<file path="src/rtl/bcd_pkg.sv">
// -----------------------------------------------------------------------------
// bcd_pkg
// Shared definitions for the binary-to-BCD converter:
//   - state_t   : converter FSM states (IDLE, SHIFT, DONE)
//   - W_DEF     : default binary input width
//   - ND_DEF    : default number of BCD output digits
//   - cnt_width : width of the shift-iteration counter for a given input width
// -----------------------------------------------------------------------------
package bcd_pkg;

  localparam int W_DEF  = 8;
  localparam int ND_DEF = 3;

  typedef enum logic [1:0] {
    IDLE  = 2'd0,
    SHIFT = 2'd1,
    DONE  = 2'd2
  } state_t;

  // The counter must be able to hold the value w (reached on the final shift)
  // without wrapping, hence w+1 distinct values.
  function automatic int cnt_width(input int w);
    return $clog2(w + 1);
  endfunction

endpackage

</file>
<file path="src/rtl/bcd_digit_adj.sv">
// -----------------------------------------------------------------------------
// bcd_digit_adj
// Double-dabble correction for a single BCD digit: adds 3 when the digit is
// 5 or more, so that the following left shift carries correctly into the next
// decimal digit.
// Ports:
//   d : input  [3:0]  BCD digit before correction (0..9)
//   q : output [3:0]  corrected digit (0..4 unchanged, 5..9 -> 8..12)
// -----------------------------------------------------------------------------
module bcd_digit_adj (
  input  logic [3:0] d,
  output logic [3:0] q
);

  // A legal digit is at most 9, so d + 3 is at most 12 and fits in 4 bits.
  assign q = (d >= 4'd5) ? (d + 4'd3) : d;

endmodule

</file>
<file path="src/rtl/count_bcd_converter.sv">
// -----------------------------------------------------------------------------
// count_bcd_converter
// Sequential binary-to-BCD converter (shift-and-add-3) for displaying a
// counter value. One input word is converted over W shift cycles; the result
// is held on bcd with a valid/ready handshake until the consumer takes it.
// Ports:
//   clk        : input           clock, rising edge
//   clr_n      : input           synchronous active-low reset
//   din        : input  [W-1:0]  unsigned binary value
//   din_valid  : input           din is valid this cycle
//   din_ready  : output          converter accepts din this cycle
//   bcd        : output [4*ND-1:0] packed BCD result, MS digit in top nibble
//   dout_valid : output          bcd holds a completed conversion
//   dout_ready : input           consumer accepts bcd this cycle
// -----------------------------------------------------------------------------
module count_bcd_converter
  import bcd_pkg::*;
#(
  parameter int W  = W_DEF,
  parameter int ND = ND_DEF
) (
  input  logic            clk,
  input  logic            clr_n,
  input  logic [W-1:0]    din,
  input  logic            din_valid,
  output logic            din_ready,
  output logic [4*ND-1:0] bcd,
  output logic            dout_valid,
  input  logic            dout_ready
);

  localparam int CW = cnt_width(W);
  localparam int BW = 4 * ND;

  state_t state_reg, state_next;

  logic [W-1:0]  bin_reg, bin_next;
  logic [BW-1:0] acc_reg, acc_next;
  logic [BW-1:0] acc_adj;
  logic [BW-1:0] bcd_reg;
  logic [CW-1:0] cnt_reg, cnt_next;

  logic accept;
  logic last_shift;

  assign accept     = din_valid && (state_reg == IDLE);
  assign last_shift = (cnt_reg == CW'(W - 1));

  // Per-digit add-3 correction applied to the accumulator before each shift.
  genvar gi;
  generate
    for (gi = 0; gi < ND; gi++) begin : g_adj
      bcd_digit_adj u_adj (
        .d (acc_reg[4*gi +: 4]),
        .q (acc_adj[4*gi +: 4])
      );
    end
  endgenerate

  // ---------------------------------------------------------------------------
  // FSM: state register
  // ---------------------------------------------------------------------------
  always_ff @(posedge clk) begin
    if (!clr_n) begin
      state_reg <= IDLE;
    end else begin
      state_reg <= state_next;
    end
  end

  // ---------------------------------------------------------------------------
  // FSM: next-state logic
  // ---------------------------------------------------------------------------
  always_comb begin
    state_next = state_reg;
    case (state_reg)
      IDLE:    if (accept)     state_next = SHIFT;
      SHIFT:   if (last_shift) state_next = DONE;
      DONE:    if (dout_ready) state_next = IDLE;
      default:                 state_next = IDLE;
    endcase
  end

  // ---------------------------------------------------------------------------
  // FSM: outputs
  // ---------------------------------------------------------------------------
  always_comb begin
    // din_ready is gated by clr_n so no handshake appears during reset.
    din_ready  = (state_reg == IDLE) && clr_n;
    dout_valid = (state_reg == DONE);
  end

  assign bcd = bcd_reg;

  // ---------------------------------------------------------------------------
  // Datapath next values
  // ---------------------------------------------------------------------------
  always_comb begin
    bin_next = bin_reg;
    acc_next = acc_reg;
    cnt_next = cnt_reg;
    case (state_reg)
      IDLE: begin
        if (accept) begin
          bin_next = din;
          acc_next = '0;
          cnt_next = '0;
        end
      end
      SHIFT: begin
        // One left shift of {accumulator, binary}; the binary MSB enters the
        // accumulator LSB.
        acc_next = {acc_adj[BW-2:0], bin_reg[W-1]};
        bin_next = {bin_reg[W-2:0], 1'b0};
        cnt_next = cnt_reg + CW'(1);
      end
      default: begin
      end
    endcase
  end

  // ---------------------------------------------------------------------------
  // Datapath registers
  // ---------------------------------------------------------------------------
  always_ff @(posedge clk) begin
    if (!clr_n) begin
      bin_reg <= '0;
      acc_reg <= '0;
      cnt_reg <= '0;
      bcd_reg <= '0;
    end else begin
      bin_reg <= bin_next;
      acc_reg <= acc_next;
      cnt_reg <= cnt_next;
      // The visible result only changes when a conversion completes, so the
      // consumer never sees partial shift values.
      if ((state_reg == SHIFT) && last_shift) begin
        bcd_reg <= acc_next;
      end
    end
  end

endmodule
</file>
<file path="config.mk">
export PLATFORM = sky130hd
export DESIGN_NAME = count_bcd_converter
export DESIGN_NICKNAME = d
export VERILOG_FILES = /design/src/rtl/bcd_pkg.sv /design/src/rtl/bcd_digit_adj.sv /design/src/rtl/count_bcd_converter.sv
export SDC_FILE = /design/constraint.sdc
export NUM_CORES = 1
export LEC_CHECK = 0
export ABC_AREA = 1
export CAP_MARGIN = 20
export CORE_ASPECT_RATIO = 1.1
export CORE_UTILIZATION = 55
export CTS_CLUSTER_SIZE = 10
export DETAILED_ROUTE_END_ITERATION = 6
export PLACE_DENSITY = 0.86
export SETUP_SLACK_MARGIN = 0.4
export SLEW_MARGIN = 20
export SYNTH_ARGS = -nofsm -noshare
export SYNTH_HDL_FRONTEND = slang
export SYNTH_HIERARCHICAL = 1
export SYNTH_SLANG_ARGS = --single-unit
export TNS_END_PERCENT = 10
</file>
<file path="constraint.sdc">
create_clock -name clk -period 3.7 [get_ports clk]
set_input_delay 0.37 -clock clk [delete_from_list [all_inputs] [get_ports clk]]
set_output_delay 0.37 -clock clk [all_outputs]
set_load 0.05 [all_outputs]
</file>
After elaboration in Yosys (flattened, before gate mapping)

Cells that the tools add are included.

Register bits after elaboration: 38

Muxes and demuxes: 13
Reduce and logical (&&, ||, !) cells: 7
$lt $le $gt $ge: 3
Add/sub/neg operators: 4
Equal/unequal tests: 6

Operator list:

| cell                  | count |
|---|---|
| $pmux W12 S2          | 1 |
| $pmux W8 S2           | 1 |
| $ge A4 B3 Y1 const B  | 3 |
| $mux W12              | 1 |
| $mux W4               | 3 |
| $add A4 B2 Y4 const B | 2 |
| $mux W8               | 1 |
| $pmux W4 S2           | 1 |
| $mux W2               | 3 |
| $pmux W2 S3           | 1 |
| $add A4 B1 Y4 const B | 1 |
| $eq A4 B3 Y1 const B  | 1 |
| $ne A2 B2 Y1 const B  | 2 |
| $add A3 B2 Y3 const B | 1 |
| $logic_and A1 B1 Y1   | 3 |
| $mux W3               | 1 |
| $reduce_and A3 Y1     | 1 |
| $eq A2 B1 Y1 const B  | 1 |
| $eq A2 B2 Y1 const B  | 1 |
| $logic_not A2 Y1      | 1 |
| $ne A2 B1 Y1 const B  | 1 |
| $reduce_and A2 Y1     | 1 |
| $reduce_bool A2 Y1    | 1 |

Logic depth before layout (Yosys ltp)

Gate-level depths: netlist (run 1).

Depth in word-level cells: 4
Mapped depth: 11
Gate-level depth less buffers: 11

Hierarchy

Netlist (run 1), hierarchy kept.

By module, submodules not included:

| module              | area each (sq um) | instances | cells an instance | sequential area each (sq um) |
|---|---|---|---|---|
| count_bcd_converter | 1605.3            | 1         | 239               | 760.7 |
| bcd_digit_adj       | 135.1             | 3         | 23                | 0.0 |

Worst setup path before layout (run 1)

OpenSTA, ideal clock, no wires.

Kind: input port to output port
From: input port clr_n
To: output port din_ready
Cell stages on the path: 2
Data arrival time: 1.578 ns
Slack: 1.752 ns
Buffers on the path: 0
Cells stage by stage: clkinv_1 nor3_1

Cells in the longest elaborated chain, start to end: 1

Ends and longest elaborated chain:

| element             | line                      | RTL |
|---|---|---|
| start: declaration  | count_bcd_converter.sv:23 | `input logic clr_n,` |
| $logic_and A1 B1 Y1 | count_bcd_converter.sv:89 | `din_ready = (state_reg == IDLE) && clr_n;` |
| end: declaration    | count_bcd_converter.sv:26 | `output logic din_ready,` |

Every way passes these cells.

Final worst setup path (run 1)

Ends and elaborated chain as after synthesis.

==> summary.txt, run 1 <==
Clock network
  • Post-CTS Hold Buffers: 0
  • H-tree depth: 2
  • Gates resized, CTS repair: 0
  • CTS tree: done
  • Sink Count: 38
  • Setup Buffers After CTS: 0
  • Num CTS Buffers: 5
  • Root buffer cell: clkbuf_4
  • Clk slew on worst S/H paths: 0.10 ns
  • Clk Latency, worst-skew pair: 0.36 ns
  • Clk buf depth: 2

Finish
  • Layout cells sized above 1: 9.756%
  • Area growth syn-to-layout: 16.83%
  • Footprint of the multi-input gates: 1056 µm²
  • Cell Count, Final, Fillers Out: 376
  • Commonest non-fill, non-tap cell in the layout: nand2_1
  • Register Area: 760.7 µm²
  • Fillers: 320
  • ANT cells: 0
  • Most frequent cells in the layout: nand2_1 (98), nor2_1 (51), dfxtp_1 (38)
  • Net count, final: 346

Routing
  • Via count: 1866
  • Post-DRT Antenna Nets: 0
  • Wire per inst: 10.82 µm
  • Initial drt markers: 101
  • Drt first pass iters: 4
  • Post-Route WL: 4.070 mm
  • Drc violations: 0
  • Via density: 4.963

Synth
  • Synth Net Count: 322
  • Yosys warning total: 6
  • Mapped Cells: 303
  • Mapped cell area: 1984 µm²
  • Syn_area_per_cell: 6.549 µm²

Global routing
  • Antenna violations before repair: 0
  • Vias in the first global route: 1735
  • Grt ovf: 0
  • Gr usage total: 24.89%
  • First-pass GRT wire length: 7.217 mm
  • Pin count of the biggest net entering global routing: 26

Worst setup path
  • CP required: 3.33 ns
  • Worst Path Arrival: 2.14 ns
  • CP Class: input pin to output pin
  • Endpoint class of the critical path: output pin
  • CP Max Fanout: 23
  • Worst setup SP type: input pin

Power and ir drop
  • Pwr per Cell Area: 315.6 nW/µm²
  • Max IR drop VDD: 0.2590 mV
  • Leak: 1.063 nW

STA
  • Clock Skew: 0.01684 ns
  • Final hold slack: 0.4784 ns
  • Slew HR: 50.47%
  • Min Tclk post-route: 2.507 ns
  • Setup tns final: 0 ns
  • RSZ-0062 raised after global routing: no
  • Slew Viols, Final: 0
  • Tcrit/Tclk final: 67.75%
  • Final hold violations: 0
  • Final WS setup: 1.193 ns
  • Finish-stage setup viols: 0
  • Slew @ Worst Pin: 0.7411 ns
  • Peak Freq: 0.3989 GHz

Die
  • Initial Util: 58.61%
  • Num ports: 26
  • Die ar.: 3853 µm²
  • Placeable Area: 3386 µm²
  • Die height: 65 µm
  • Row Count: 22
  • Horiz. Die Dim: 59.27 µm

Run
  • Maximum Capacitance Violations: 0

Run status
  • Status: complete, no violations

Placed design
  • DP Worst Slack: 1.187 ns
  • Hpwl dp: 2.759 mm
  • Placed Cells incl. Taps: 368
  • # port buffers: 25
  • Routability congestion estimate: 0.8231

Min path
  • Hold Crit Class: register to register
## layer usage
| metal | routed length [µm] | track usage (%) | part of all wire, % | up-vias |
|---|---|---|---|---|
| li1 | - | - | - | 985 |
| met1 | 1922 | 29.89 | 47 | 831 |
| met2 | 1919 | 41.57 | 47 | 41 |
| met3 | 136 | 4.990 | 3.3 | 9 |
| met4 | 92 | 11.90 | 2.3 | 0 |
| met5 | 0 | 0 | 0 | - |
## per-stage QoR
stage / instance area (µm²) / power [mW] / util (%)
after floorplan: 1984 / 0.4847 / -
after global placement: 2258 / 0.5081 / 66.70
after detailed placement: 2258 / 0.5105 / 66.70
after CTS: 2318 / 0.7323 / 68.48
after global routing: 2318 / 0.7614 / 68.48
final: 2318 / 0.7317 / 68.48
## layout make-up
class,instances,area share (%)
Multi-Input combinational cell,224,45.55
Sequential cell,38,32.81
Timing Repair Buffer,27,11.44
Inverter,31,5.019
Tap cell,48,2.590
Clock buffer,7,2.375
Clock inverter,1,0.2159
## power breakdown
part | internal (mW) | switching, mW | leakage [nW]
clock | 0.0921 | 0.138 | 0.0353
sequential | 0.420 | 0.00691 | 0.309
combinational | 0.0277 | 0.0470 | 0.719
total | 0.540 | 0.192 | 1.06
## worst max-delay path, cell delays in order
cell and delay, ns:
clkdlybuf4s50_1 0.45, buf_4 0.24, clkinv_1 0.12, nor3_1 0.13, clkdlybuf4s50_1 0.82
## path summary, 6_finish.rpt
check | startpoint | endpoint | slack, ns | cells past startpoint
worst max-delay path | clr_n | din_ready | 1.19 | 5
worst min-delay path | bin_reg[0] | bin_reg[0] | 0.48 | 2
worst max register to register | state_reg[1] | bin_reg[0] | 1.87 | 6
worst min register to register | bin_reg[0] | bin_reg[0] | 0.48 | 2
(Power assumes the default switching activity.)
==> run 2: changes to the inputs <==
--- a/config.mk
+++ b/config.mk
@@ -8,10 +8,10 @@
 export ABC_AREA = 1
 export CAP_MARGIN = 20
 export CORE_ASPECT_RATIO = 1.1
-export CORE_UTILIZATION = 55
+export CORE_UTILIZATION = 49
 export CTS_CLUSTER_SIZE = 10
 export DETAILED_ROUTE_END_ITERATION = 6
-export PLACE_DENSITY = 0.86
+export PLACE_DENSITY = 0.82
 export SETUP_SLACK_MARGIN = 0.4
 export SLEW_MARGIN = 20
 export SYNTH_ARGS = -nofsm -noshare
==> constraint.sdc (replaced) <==
create_clock -name clk -period 2.1 [get_ports clk]
set_input_delay 0.21 -clock clk [delete_from_list [all_inputs] [get_ports clk]]
set_output_delay 0.21 -clock clk [all_outputs]
set_load 0.05 [all_outputs]
==> run 2 against run 1 <==
Largest power group unchanged. Sequential share of layout area shrank 0.95 points. Hold slack gained 0.0023 ns. Non-clock buffer count grew 2.
==> summary.txt, run 2 (same netlist as run 1, synthesis figures left out) <==
Worst setup path
  • Critical Path Slowest Stage Cell: clkdlybuf4s50_1
  • CP Max Fanout: 2
  • Crit path max-delay family: buffers and inverters
  • Buf/Inv on CP: 1
  • Worst setup SP type: register
  • Critical path, cell by cell: clkdlybuf4s50_1
  • Worst Path Arrival: 1.43 ns
  • CP max stage delay: 0.81 ns
  • CP required: 1.89 ns
  • Endpoint class of the critical path: output pin
  • CP Class: register to output pin

Routing
  • Via count: 1839
  • Post-Route WL: 4.018 mm
  • Wire per inst: 10.57 µm
  • Drt first pass iters: 4
  • Initial drt markers: 122
  • Post-DRT Antenna Nets: 0
  • Via density: 4.839
  • Drc violations: 0

Clock network
  • Clk slew on worst S/H paths: 0.07 ns
  • Sink Count: 38
  • Setup Buffers After CTS: 0
  • Num CTS Buffers: 5
  • Root buffer cell: clkbuf_8
  • Clk Latency, worst-skew pair: 0.29 ns
  • Clk buf depth: 2
  • H-tree depth: 2
  • CTS tree: done

STA
  • Min Tclk post-route: 1.642 ns
  • Slew @ Worst Pin: 0.5031 ns
  • Slew HR: 66.35%
  • RSZ-0062 raised after global routing: yes
  • Slew Viols, Final: 0
  • Setup tns final: 0 ns
  • Final hold violations: 0
  • Tcrit/Tclk final: 78.18%
  • Peak Freq: 0.6091 GHz
  • Finish-stage setup viols: 0
  • Clock Skew: 0.003634 ns

Global routing
  • Grt ovf: 0
  • Vias in the first global route: 1575
  • First-pass GRT wire length: 6.768 mm
  • Antenna violations before repair: 0
  • Gr usage total: 20.35%
  • Pin count of the biggest net entering global routing: 26

Placed design
  • # port buffers: 25
  • Hpwl dp: 2.840 mm
  • Routability congestion estimate: 0.8346

Power and ir drop
  • Pwr per Cell Area: 627.4 nW/µm²
  • Max IR drop VDD: 0.3697 mV
  • Final Total Pwr: 1.498 mW
  • Leak: 1.096 nW

Die
  • Initial Util: 52.64%
  • Horiz. Die Dim: 62.68 µm
  • Placeable Area: 3770 µm²
  • Die ar.: 4309 µm²
  • Num ports: 26
  • Row Count: 23
  • Die height: 68.75 µm

Finish
  • Area growth syn-to-layout: 20.30%
  • Net count, final: 348
  • ANT cells: 0
  • Most frequent cells in the layout: nand2_1 (98), nor2_1 (51), dfxtp_1 (38)
  • Layout cells sized above 1: 10.61%
  • Commonest non-fill, non-tap cell in the layout: nand2_1
  • Fillers: 336

Run status
  • Status: complete, no violations

Min path
  • Hold Crit Class: register to register

Run
  • Maximum Capacitance Violations: 0
run 2: cell types whose count changed in the layout (fill, tap and decap cells not counted), moves of 2 or more:
cell,before,now
buf_4,2,4
clkbuf_8,1,5
clkdlybuf4s50_1,25,23
clkbuf_4,5,0
run 2: what timing repair did:
action / CTS / global route
gates resized for setup: 2 / 1
endpoints found under the hold margin: 0 / 0
hold buffers: 0 / 0
setup endpoints to repair: 1 / 2
run 2: where the power goes:
group,internal [mW],switching (mW)
sequential,0.739,0.0124
combinational,0.0554,0.0826
clock,0.355,0.253
total,1.15,0.348
run 2: layout make-up:
| class | instances | area (µm²) | area share [%] |
|---|---|---|---|
| flip-flops and latches | 38 | 760.7 | 31.87 |
| repair buffers | 29 | 285.3 | 11.95 |
| clock buffers | 7 | 76.32 | 3.197 |
| multi-input cells | 224 | 1056 | 44.23 |
| clock inverters | 1 | 30.03 | 1.258 |
| well taps | 50 | 62.56 | 2.621 |
| inverters | 31 | 116.4 | 4.874 |
run 2: path summary, 6_finish.rpt:
kind           startpoint    endpoint  slack, ns  cells after the start
max                bcd[6]      bcd[6]       0.46                      1
min            bin_reg[0]  bin_reg[0]       0.48                      2
max reg2reg  state_reg[1]  bin_reg[0]       0.59                      6
min reg2reg    bin_reg[0]  bin_reg[0]       0.48                      2
run 2: per-stage QoR:
stage	cells	hold slack (ns)	util, %	instance area (µm²)	worst slack (ns)
global placement	372	0.4540	60.64	2286	0.4626
global route	380	0.5056	63.33	2387	0.3971
finish	380	0.4807	63.33	2387	0.4583
detailed placement	372	0.4641	60.64	2286	0.4481
floorplan	303	0.3484	-	1984	0.4509
CTS	380	0.4775	63.46	2392	0.4146
run 2: per-layer routing:
metal	track usage [%]	wire (µm)	up-vias
li1	-	-	985
met1	24.45	1875	809
met2	34.78	1911	38
met3	5.428	170	7
met4	8.721	61	0
met5	0	0	-
==> run 3: changes to the inputs <==
==> constraint.sdc (replaced) <==
create_clock -name clk -period 1.4 [get_ports clk]
set_input_delay 0.14 -clock clk [delete_from_list [all_inputs] [get_ports clk]]
set_output_delay 0.14 -clock clk [all_outputs]
set_load 0.05 [all_outputs]
==> run 3 against run 2 <==
Highest routed layer unchanged. Largest power group unchanged. Final cell count up 3.2%. Clock skew is 0.0029 ns higher. Global-route usage up 1.7 points. Register-to-register slack worse by 0.52 ns. Sequential share of layout area down 1.9 points. Clock power increased by 48%. Critical path type is now register to register. Largest cell class unchanged. Sequential power up 49%. Clock-buffer cell count unchanged.
==> summary.txt, run 3 (same netlist as run 1, synthesis figures left out) <==
STA
  • Setup tns final: 0 ns
  • Slew @ Worst Pin: 0.2918 ns
  • Slew Viols, Final: 0
  • Final hold violations: 0
  • Peak Freq: 0.7536 GHz
  • Clock Skew: 0.006525 ns
  • Min Tclk post-route: 1.327 ns
  • Slew HR: 80.44%
  • Tcrit/Tclk final: 94.79%
  • RSZ-0062 raised after global routing: yes
  • Final hold slack: 0.4485 ns
  • Finish-stage setup viols: 0
  • Final WS setup: 0.07297 ns

Global routing
  • Grt ovf: 0
  • Vias in the first global route: 1690
  • Pin count of the biggest net entering global routing: 26
  • Antenna violations before repair: 0
  • Gr usage total: 22.06%
  • First-pass GRT wire length: 7.362 mm

Placed design
  • Placed cell area: 2351 µm²
  • DP Worst Slack: 0.02421 ns
  • Hpwl dp: 2.910 mm
  • # port buffers: 25
  • Routability congestion estimate: 0.8024

Clock network
  • CTS tree: done
  • Clk Latency, worst-skew pair: 0.29 ns
  • Post-CTS Hold Buffers: 0
  • Clk buf depth: 2
  • Clk slew on worst S/H paths: 0.07 ns
  • Sink Count: 38
  • Root buffer cell: clkbuf_8
  • H-tree depth: 2
  • Num CTS Buffers: 5

Min path
  • Worst hold path startpoint: cnt_reg[0]
  • Hold EP: cnt_reg[0]
  • WHS Path Cells: 1
  • Hold Crit Class: register to register

Run status
  • Status: complete, no violations

Worst setup path
  • CP Class: register to register
  • CP required: 1.59 ns
  • CP Max Fanout: 4
  • Register-to-Register Path Depth: 10
  • Endpoint class of the critical path: register
  • Critical path, cell by cell: inv_4 > ha_4 > nand2_2 > nand2_2 > nor2_4 > a21oi_2 > nand2_1 > nand2_1 > nor2_2 > nor2_1
  • Setup slack, reg-to-reg: 0.07 ns
  • Reg2reg end: bcd[8]
  • Worst setup SP type: register
  • Launch point of the worst reg-to-reg path: acc_reg[5]
  • Critical Path Slowest Stage Cell: dfxtp_4
  • CP max stage delay: 0.38 ns
  • Worst Path Arrival: 1.51 ns

Die
  • Initial Util: 52.64%
  • Placeable Area: 3770 µm²
  • Die height: 68.75 µm
  • Row Count: 23
  • Die ar.: 4309 µm²
  • Horiz. Die Dim: 62.68 µm
  • Num ports: 26

Finish
  • Fillers: 296
  • Area growth syn-to-layout: 31.78%
  • Net count, final: 360
  • Commonest non-fill, non-tap cell in the layout: nand2_1
  • ANT cells: 0
  • Register Area: 784.5 µm²
  • Most frequent cells in the layout: nand2_1 (90), nor2_1 (48), dfxtp_1 (29)
  • Layout cells sized above 1: 27.19%
  • Footprint of the multi-input gates: 1162 µm²
  • Final instance area: 2615 µm²

Power and ir drop
  • Sequential share of power: 49.6%
  • Net Sw Frac: 23.18%
  • Leak: 1.218 nW
  • Comb pwr share: 10.5%
  • Final Total Pwr: 2.259 mW
  • Pwr per Cell Area: 864.0 nW/µm²
  • Max IR drop VDD: 0.7102 mV
  • Net Switching: 0.5238 mW
  • Internal Power: 1.736 mW
  • Clock power share: 39.9%

Routing
  • Post-Route WL: 4.584 mm
  • Drt first pass iters: 4
  • Initial drt markers: 103
  • Wire per inst: 11.69 µm
  • Post-DRT Antenna Nets: 0
  • Via density: 4.944
  • Via count: 1938
  • Drc violations: 0

Run
  • Maximum Capacitance Violations: 0
==> run 3: cell types whose count changed in the layout (fill, tap and decap cells not counted), sizes merged <==
cell | before | now
clkbuf | 8 | 7
clkdlybuf4s50 | 23 | 11
buf | 5 | 30
==> run 3: critical path, delay by kind of cell (launching register included) <==
family / cells / cell delay, ns
DFF: 1 / 0.38
adders and majority gates: 1 / 0.15
buffers and inverters: 1 / 0.05
and+or+nand+nor: 7 / 0.61
AOI/OAI and AO/OA: 1 / 0.04
==> run 3: power groups by stage <==
stage	combinational, mW	sequential, mW	clock, mW
5_1_grt	0.259	1.13	0.973
3_5_place_dp	0.225	1.15	0
6_report	0.237	1.12	0.901
4_1_cts	0.231	1.12	0.908
2_1_floorplan	0.135	1.15	0
3_3_place_gp	0.223	1.15	0
==> run 3: worst max-delay path by stage <==
stage / slack (ns) / depth (start not counted) / endpoint / from
final: 0.07 / 10 / bcd[8] / acc_reg[5]
after global routing: 0.002 / 11 / bcd[5] / acc_reg[5]
after CTS: 0.06 / 10 / bcd[5] / acc_reg[4]
after detailed placement: 0.02 / 7 / bcd[5] / din_valid
after global placement: 0.11 / 10 / bcd[9] / acc_reg[9]
after floorplan: 0.19 / 11 / bcd[2] / acc_reg[1]
==> run 3: cell type report <==
cell class,instances,area share (%)
clock inverters,1,1.148
multi-input cells,224,44.45
flip-flops and latches,38,30.00
inverters,31,4.833
repair buffers,41,14.26
well taps,50,2.392
clock buffers,7,2.919
==> run 3: timing repair <==
action | in CTS | in global routing
setup buffers | 4 | 2
pin swaps | 20 | 16
setup endpoints to repair | 40 | 46
endpoints found under the hold margin | 0 | 0
gates resized for setup | 21 | 16
==> run 3: stage by stage <==
| stage | cells | util, % |
|---|---|---|
| 2_1_floorplan | 303 | - |
| 3_3_place_gp | 378 | 62.36 |
| 3_5_place_dp | 378 | 62.36 |
| 4_1_cts | 390 | 67.77 |
| 5_1_grt | 392 | 69.37 |
| 6_report | 392 | 69.37 |
==> run 3: layer usage <==
metal  vias to the layer above  GRT usage (%)  wire [µm]
li1                       1010              -          -
met1                       864          26.18       2055
met2                        53          38.04       2259
met3                        11          5.757        184
met4                         0          9.884         84
met5                         -              0          0
